### src/rtl/mem_bus_arbiter_pkg.sv
`default_nettype none
// ============================================================================
// Module      : mem_bus_arbiter_pkg
// Description : Shared encodings for the data-memory/SFR bus arbiter: FSM
//               states, SFR register addresses, requester IDs and the
//               SFR/RAM address classifier.
// Revision    : 1.0 - initial release
// ============================================================================
package mem_bus_arbiter_pkg;

    // Sequencer states
    localparam logic [1:0] ST_IDLE   = 2'd0;
    localparam logic [1:0] ST_ACCESS = 2'd1;
    localparam logic [1:0] ST_ACKN   = 2'd2;

    // SFR I/O register map
    localparam logic [7:0] SFR_OUT = 8'h01;
    localparam logic [7:0] SFR_DIR = 8'h02;
    localparam logic [7:0] SFR_IN  = 8'h03;

    // Width of the access-cycle counter
    localparam int CNT_W = 4;

    // Requester identity: A is the CPU core, B the loader/debug port
    typedef enum logic {
        REQ_ID_A = 1'b0,
        REQ_ID_B = 1'b1
    } req_id_t;

    // Address 0 is RAM; 1..sfr_last are SFRs; everything above is RAM
    function automatic logic is_sfr_addr(input logic [7:0] addr,
                                         input logic [7:0] sfr_last);
        return (addr != 8'h00) && (addr <= sfr_last);
    endfunction

endpackage
`default_nettype wire

### src/rtl/mem_bus_arbiter_rr_arb2.sv
`default_nettype none
// ============================================================================
// Module      : mem_bus_arbiter_rr_arb2
// Description : Two-way round-robin picker. A lone request wins outright;
//               on contention the requester that was not granted last wins.
// Revision    : 1.0 - initial release
// ============================================================================
module mem_bus_arbiter_rr_arb2
    import mem_bus_arbiter_pkg::*;
(
    input  logic    req_a,
    input  logic    req_b,
    input  req_id_t last_gnt,
    output req_id_t gnt_id,
    output logic    gnt_valid
);

    // Pick a winner from the current requests and the previous grant
    always_comb begin
        gnt_valid = req_a | req_b;
        gnt_id    = REQ_ID_A;
        if (req_a && req_b) begin
            gnt_id = (last_gnt == REQ_ID_A) ? REQ_ID_B : REQ_ID_A;
        end else if (req_b) begin
            gnt_id = REQ_ID_B;
        end
    end

endmodule
`default_nettype wire

### src/rtl/mem_bus_arbiter.sv
`default_nettype none
// ============================================================================
// Module      : mem_bus_arbiter
// Description : Two-requester arbiter and sequencer for the shared 8-bit
//               data-memory/SFR bus. Grants one requester per transaction,
//               latches its request, drives the bus for 1 (SFR) or RAM_LAT
//               (RAM) cycles, then returns a one-cycle ACK with read data.
// Revision    : 1.0 - initial release
// ============================================================================
module mem_bus_arbiter
    import mem_bus_arbiter_pkg::*;
#(
    parameter int         RAM_LAT  = 2,
    parameter logic [7:0] SFR_LAST = 8'h03
) (
    input  logic       clk,
    input  logic       rst,
    input  logic       req_a,
    input  logic [7:0] addr_a,
    input  logic [7:0] wdata_a,
    input  logic       mw_a,
    output logic       ack_a,
    input  logic       req_b,
    input  logic [7:0] addr_b,
    input  logic [7:0] wdata_b,
    input  logic       mw_b,
    output logic       ack_b,
    output logic [7:0] rdata,
    output logic [7:0] bus_addr,
    output logic [7:0] bus_wdata,
    output logic       bus_mw,
    output logic       bus_ram_en,
    output logic       bus_sfr,
    input  logic [7:0] bus_rdata,
    output logic       busy
);

    localparam logic [CNT_W-1:0] C_RAM_CNT = CNT_W'(RAM_LAT);
    localparam logic [CNT_W-1:0] C_SFR_CNT = CNT_W'(1);

    logic [1:0]       r_state;
    req_id_t          r_last_gnt;
    req_id_t          r_gnt_id;
    logic [CNT_W-1:0] r_cnt;
    logic [7:0]       r_addr;
    logic [7:0]       r_wdata;
    logic             r_mw;
    logic             r_sfr;
    logic             r_ram_en;
    logic             r_ack_a;
    logic             r_ack_b;
    logic [7:0]       r_rdata;

    req_id_t          w_gnt_id;
    logic             w_gnt_valid;
    logic [7:0]       w_sel_addr;
    logic [7:0]       w_sel_wdata;
    logic             w_sel_mw;
    logic             w_sel_sfr;

    mem_bus_arbiter_rr_arb2 u_rr_arb2 (
        .req_a     (req_a),
        .req_b     (req_b),
        .last_gnt  (r_last_gnt),
        .gnt_id    (w_gnt_id),
        .gnt_valid (w_gnt_valid)
    );

    // Route the winning requester's address/data/direction and classify it
    always_comb begin
        w_sel_addr  = (w_gnt_id == REQ_ID_B) ? addr_b  : addr_a;
        w_sel_wdata = (w_gnt_id == REQ_ID_B) ? wdata_b : wdata_a;
        w_sel_mw    = (w_gnt_id == REQ_ID_B) ? mw_b    : mw_a;
        w_sel_sfr   = is_sfr_addr(w_sel_addr, SFR_LAST);
    end

    // Sequencer: grant and latch in IDLE, count out ACCESS, pulse ACK in ACKN.
    // Bus strobes are cleared on the same edge that enters ACKN so they are
    // never visible outside ACCESS.
    always_ff @(posedge clk) begin
        if (rst) begin
            r_state    <= ST_IDLE;
            r_last_gnt <= REQ_ID_B;
            r_gnt_id   <= REQ_ID_A;
            r_cnt      <= '0;
            r_addr     <= '0;
            r_wdata    <= '0;
            r_mw       <= 1'b0;
            r_sfr      <= 1'b0;
            r_ram_en   <= 1'b0;
            r_ack_a    <= 1'b0;
            r_ack_b    <= 1'b0;
            r_rdata    <= '0;
        end else begin
            r_ack_a <= 1'b0;
            r_ack_b <= 1'b0;
            case (r_state)
                ST_IDLE: begin
                    if (w_gnt_valid) begin
                        r_state    <= ST_ACCESS;
                        r_last_gnt <= w_gnt_id;
                        r_gnt_id   <= w_gnt_id;
                        r_addr     <= w_sel_addr;
                        r_wdata    <= w_sel_wdata;
                        r_mw       <= w_sel_mw;
                        r_sfr      <= w_sel_sfr;
                        r_ram_en   <= ~w_sel_sfr;
                        r_cnt      <= w_sel_sfr ? C_SFR_CNT : C_RAM_CNT;
                    end
                end
                ST_ACCESS: begin
                    r_cnt <= r_cnt - 1'b1;
                    if (r_cnt <= CNT_W'(1)) begin
                        r_state  <= ST_ACKN;
                        r_rdata  <= bus_rdata;
                        r_ack_a  <= (r_gnt_id == REQ_ID_A);
                        r_ack_b  <= (r_gnt_id == REQ_ID_B);
                        r_addr   <= '0;
                        r_wdata  <= '0;
                        r_mw     <= 1'b0;
                        r_sfr    <= 1'b0;
                        r_ram_en <= 1'b0;
                    end
                end
                ST_ACKN: begin
                    r_state <= ST_IDLE;
                end
                default: begin
                    r_state <= ST_IDLE;
                end
            endcase
        end
    end

    // Drive the ports from the registered state
    always_comb begin
        ack_a      = r_ack_a;
        ack_b      = r_ack_b;
        rdata      = r_rdata;
        bus_addr   = r_addr;
        bus_wdata  = r_wdata;
        bus_mw     = r_mw;
        bus_ram_en = r_ram_en;
        bus_sfr    = r_sfr;
        busy       = (r_state != ST_IDLE);
    end

endmodule
`default_nettype wire

### config.mk
export PLATFORM = sky130hd
export DESIGN_NAME = mem_bus_arbiter
export DESIGN_NICKNAME = d
export VERILOG_FILES = /design/src/rtl/mem_bus_arbiter_pkg.sv /design/src/rtl/mem_bus_arbiter_rr_arb2.sv /design/src/rtl/mem_bus_arbiter.sv
export SDC_FILE = /design/constraint.sdc
export NUM_CORES = 1
export LEC_CHECK = 0
export ABC_AREA = 1
export CAP_MARGIN = 15
export CORE_MARGIN = 1
export CORE_UTILIZATION = 38
export CTS_CLUSTER_SIZE = 24
export DETAILED_ROUTE_END_ITERATION = 7
export PLACE_DENSITY = 0.72
export SLEW_MARGIN = 20
export SYNTH_ARGS = -nofsm -noshare
export SYNTH_HDL_FRONTEND = slang
export SYNTH_HIERARCHICAL = 1
export SYNTH_SLANG_ARGS = --single-unit
### constraint.sdc
create_clock -name clk -period 1.6 [get_ports clk]
set_clock_uncertainty 0.15 [all_clocks]
set_input_delay 0.24 -clock clk [delete_from_list [all_inputs] [get_ports clk]]
set_output_delay 0.24 -clock clk [all_outputs]
set_load 0.01 [all_outputs]
# == Word level (Yosys, flattened, before mapping) ==
# Index checks and enable logic that the tools add are counted.
# op_classes
magnitude_cmp,2
addsub,1
bitwise,5
n_mux,24
n_eq_ne,3
reduce_logical,12
# ops
op,n
8-bit two-way mux,5
8-bit case mux with 2 select lines,2
8-bit by 2-bit less-or-equal comparator with 1-bit output (second input constant),1
1-bit two-way mux,8
4-bit case mux with 2 select lines,1
2-bit AND reduction,4
8-bit nonzero test,1
2-bit two-way mux,3
1-bit case mux with 2 select lines,3
4-bit by 1-bit less-or-equal comparator with 1-bit output (second input constant),1
4-bit two-way mux,1
1-bit NOT,4
2-bit case mux with 2 select lines,1
2-bit nonzero test,2
4-bit by 1-bit subtractor with 4-bit output (second input constant),1
3-bit AND reduction,1
3-bit OR reduction,1
2-bit by 1-bit equality test with 1-bit output (second input constant),1
1-bit logical AND,2
2-bit logical NOT,1
2-bit by 1-bit inequality test with 1-bit output (second input constant),1
2-bit inequality test (second input constant),1
1-bit bitwise OR,1
# word_totals
reg_bits,37
out_inout_bits,30
word_cells,59

# == Depth between registers and ports, before layout ==
# logic_depth
ltp_word,8
ltp_mapped,12
depth_no_buf,10

# == By module ==
# Netlist, hierarchy kept.
# by_module_without_submodules
module,n_inst,area_each_um2,cells_per_inst,seq_area_each_um2
mem_bus_arbiter,1,1786.7,236,740.7
mem_bus_arbiter_rr_arb2,1,15.0,3,0.0

# == Worst setup path before layout ==
# OpenSTA, ideal clock, no wires.
# synth_path
path_type,reg-to-reg
start,register r_cnt[0]
end,"register r_addr[0], in the netlist bus_addr[0]"
path_stages_with_launch,11
setup_ns,0.069
period_less_slack_ns,1.581
arrival_time_ns,1.362
setup_slack_ns,0.019
path_cell_list,dfxtp_1 > inv_1 > ha_1 > o21a_1 > buf_6 > nand2_8 > nand2_8 > inv_8 > buf_12 > nand2_2 > a21oi_2
# synth_via
elab_chain_len,3
# synth_rtl
element,line,source
"start, declared",mem_bus_arbiter.sv:44,logic [CNT_W-1:0] r_cnt;
"start signal, assigned",mem_bus_arbiter.sv:108,r_cnt <= w_sel_sfr ? C_SFR_CNT : C_RAM_CNT;
"start signal, assigned",mem_bus_arbiter.sv:112,r_cnt <= r_cnt - 1'b1;
4-bit by 1-bit less-or-equal comparator with 1-bit output,mem_bus_arbiter.sv:113,if (r_cnt <= CNT_W'(1)) begin
2-bit inequality test (no line),n/a,
3-bit AND reduction (no line),n/a,
"end signal, assigned",mem_bus_arbiter.sv:103,r_addr <= w_sel_addr;
"end, declared",mem_bus_arbiter.sv:45,logic [7:0] r_addr;
# Every way passes these cells.
# A chain may end at the register's enable or synchronous reset.

# == Worst setup path in the final report ==
# layout_path
start,"register r_sfr, in the netlist bus_sfr"
end,output port bus_sfr
# layout_lines
element,line,source
"start, declared",mem_bus_arbiter.sv:48,logic r_sfr;
"start signal, assigned",mem_bus_arbiter.sv:106,r_sfr <= w_sel_sfr;
"end, declared",mem_bus_arbiter.sv:33,"output logic bus_sfr,"
# No word-level cell between the ends.

==> summary.txt <==
Timing
  – Crit share post-route: 0.980
  – RSZ-0062 raised after global routing: yes
  – Peak Freq: 0.638 GHz
  – Worst Setup Slack, final: 0.0322 ns
  – Relative slew slack: 0.789
  – Fin. Hold Viols: 0
  – Final Max Slew Viols: 0
  – Worst-margin pin slew: 0.317 ns
  – Crit path time final: 1.57 ns
  – Hold slack final: 0.308 ns
  – Final setup viols: 0

Synthesis
  – Register bit count reported by yosys: 37
  – Sequential-to-total area share from yosys stat: 0.411
  – Synth cell types: 29
  – Top post-synthesis cells by area: dfxtp_1 (41%), nand2_1 (13%), a21oi_1 (8.1%)
  – Post-Syn Instances: 239
  – Avg Inst Size Synth: 7.54 sq um
  – Post-synth net total: 287
  – Post-synth top cells: nand2_1 (62), dfxtp_1 (37), a21oi_1 (29), inv_1 (19), nand3_1 (19)
  – Yosys warning count: 6
  – Synthesized area: 1800 sq um
  – Post-synth top flop: dfxtp_1
  – Share of the synthesized area in the top cell type: 0.411
  – Area leader, netlist: dfxtp_1
  – Post-synth EDFFs: 0
  – Asr flop ratio synth: 0
  – Count leader, synth: nand2_1

Clocking
  – Root Buffer: clkbuf_8
  – CTS tree: yes
  – Worst-skew pair later-pin latency: 0.29 ns
  – CTS Buf Count: 5
  – Sinks on Clock Net: 37
  – CTS H-tree depth: 2
  – Hold Buf Count CTS: 0
  – Clock buffer depth: 2
  – Reg clk slew, reported paths: 0.07 ns

Global routing
  – Largest net degree at the start of global routing: 30
  – Initial antenna violation count: 0
  – Total GRT Usage: 0.197
  – First-pass GRT wire length: 7770 um
  – Vias in the first global route: 1790
  – Grt ovf: 0

Worst setup path
  – Worst R2R End: bus_ram_en
  – CP startpoint: bus_sfr
  – Critical path type: reg2out
  – Critical Path Start Type: flop
  – Critical Path RT: 1.21 ns
  – CP Depth: 1
  – Flop-to-flop setup slack: 0.07 ns
  – Buf/Inv on CP: 1
  – Worst Reg-to-Reg Cells: 10
  – Crit path largest cell delay: 0.56 ns
  – Slowest-stage cell, CP: clkdlybuf4s50_1
  – Critical Path Sink: bus_sfr
  – CP Max Fanout: 2
  – Critical Path End Type: primary output
  – RR Startpoint: r_last_gnt
  – Delay-heaviest family, CP: buffers and inverters
  – Crit-path cells: clkdlybuf4s50_1
  – Arr. time, crit path: 1.18 ns

Layout
  – Fin area: 2970 sq um
  – Nets: 386
  – Syn-to-layout area delta: 65.0%
  – Antenna Cells: 0
  – Fraction of layout cells with a size suffix above 1: 0.218
  – Fillers: 380
  – Finished Layout Cells: 391

Pwr
  – Pwr/cell area: 1080 nW/um^2
  – Max IR drop VDD: 533 uV
  – Clock Power Share: 0.298
  – Sw Ratio: 0.306
  – Share of power burned in registers: 0.348
  – Comb pwr share: 0.354
  – Static Leak: 1.40 nW
  – Net Switching: 0.983 mW
  – Internal cell power: 2.22 mW

Floorplanning
  – Die W: 70.9 um
  – DIE AREA: 5020 sq um
  – Core Box Area: 4440 sq um
  – Initial core utilization: 0.405
  – Chip height: 70.9 um
  – Site Rows: 24
  – IO Count: 76

Route
  – Via Count: 1868
  – Average wire per standard cell: 12.4 um
  – Total routed wirelength: 4860 um
  – Vias per inst: 4.78
  – Starting DRC count in detailed routing: 116
  – First-pass iteration count of the detailed router: 8
  – ANT nets after route: 0
  – DRC violations left: 4

Run status
  – Failing checks: design-rule violations
  – Status: finished, violations left

Placement
  – Worst slack at placement: -0.301 ns
  – Dpl cells: 379
  – Port bufs: 75
  – Placer congestion estimate: 0.853
  – Dpl hpwl: 3260 um
  – DP Area: 2720 sq um

Job
  – MaxCap Viol Count: 0

Worst hold path
  – Hold path start: r_gnt_id
  – HP Class: reg2reg
-- state kept, by name, summed over array words and instances, names as in the netlist --
register / cells
bus_addr: 8
bus_wdata: 8
rdata: 8
r_cnt: 4
r_state: 2
ack_a: 1
ack_b: 1
bus_mw: 1
bus_ram_en: 1
bus_sfr: 1
r_gnt_id: 1
r_last_gnt: 1
-- power groups by stage --
stage          Sequential, mW  Clock, mW  Combinational, mW
5_1_grt                  1.13       1.01               1.24
4_1_cts                  1.11      0.965               1.09
2_1_floorplan            1.17          0              0.574
3_5_place_dp             1.13          0               1.07
3_3_place_gp             1.13          0               1.06
6_report                 1.12      0.957               1.14
-- worst min-delay path by stage --
stage,end,slack [ns],cells after the start
6_report,ack_a,0.31,1
2_1_floorplan,rdata[0],0.25,2
5_1_grt,ack_a,0.34,1
3_5_place_dp,ack_a,0.30,1
4_1_cts,ack_a,0.31,1
3_3_place_gp,rdata[2],0.30,2
-- per-layer routing --
layer | global-route usage | vias up | wire length (um) | part of all wire
li1 | - | 961 | - | -
met1 | 0.229 | 849 | 2130 | 0.44
met2 | 0.345 | 50 | 2410 | 0.50
met3 | 0.0484 | 8 | 219 | 0.045
met4 | 0.0844 | 0 | 102 | 0.021
met5 | 0 | - | 0 | 0
-- area by class of cell --
class | count | area (sq um) | share of cell area
clock buffer | 5 | 68.8 | 0.0231
timing repair inverter | 2 | 20.0 | 0.00673
clock inverter | 3 | 65.1 | 0.0219
multi-input combinational | 167 | 895 | 0.301
timing repair buffer | 101 | 1000 | 0.338
inverter | 24 | 108 | 0.0362
tap | 52 | 65.1 | 0.0219
sequential | 37 | 748 | 0.252
-- layout by cell type (no fill, tap or decap), drive strengths merged --
cell and n:
nand3 20, dlymetal6s2s 11, clkinv 2, dfxtp 37, nor3 2, or2 5
clkdlybuf4s50 62, o21ai 7, nand2 70, clkbuf 5, inv 25, nor3b 1
a21oi 34, bufinv 2, buf 26, xor2 1, nor2 20, o21a 1
dlygate4sd2 2, ha 2, o211ai 4
-- metrics by stage --
stage | util | setup TNS [ns] | power [mW]
finish | 0.669 | 0 | 3.21
global route | 0.669 | -0.000178 | 3.39
CTS | 0.648 | -0.0155 | 3.16
detailed placement | 0.613 | -5.24 | 2.19
global placement | 0.613 | -5.58 | 2.18
floorplan | - | 0 | 1.74
-- kinds of logic (layout without fill, tap and decap cells) --
family / count (synthesis) / after routing / synth area share
buf+inv: 35 / 135 / 0.111
compound gates: 46 / 46 / 0.145
fa+ha+maj: 2 / 2 / 0.0139
simple gates: 118 / 118 / 0.314
xor+xnor: 1 / 1 / 0.00486
flops: 37 / 37 / 0.411
-- what timing repair did --
item	in CTS	in global routing
pin swaps	0	4
setup endpoints to repair	13	39
cloned	1	2
resized for setup	8	33
setup buffers	1	0
Power figures use the tool's default switching activity.
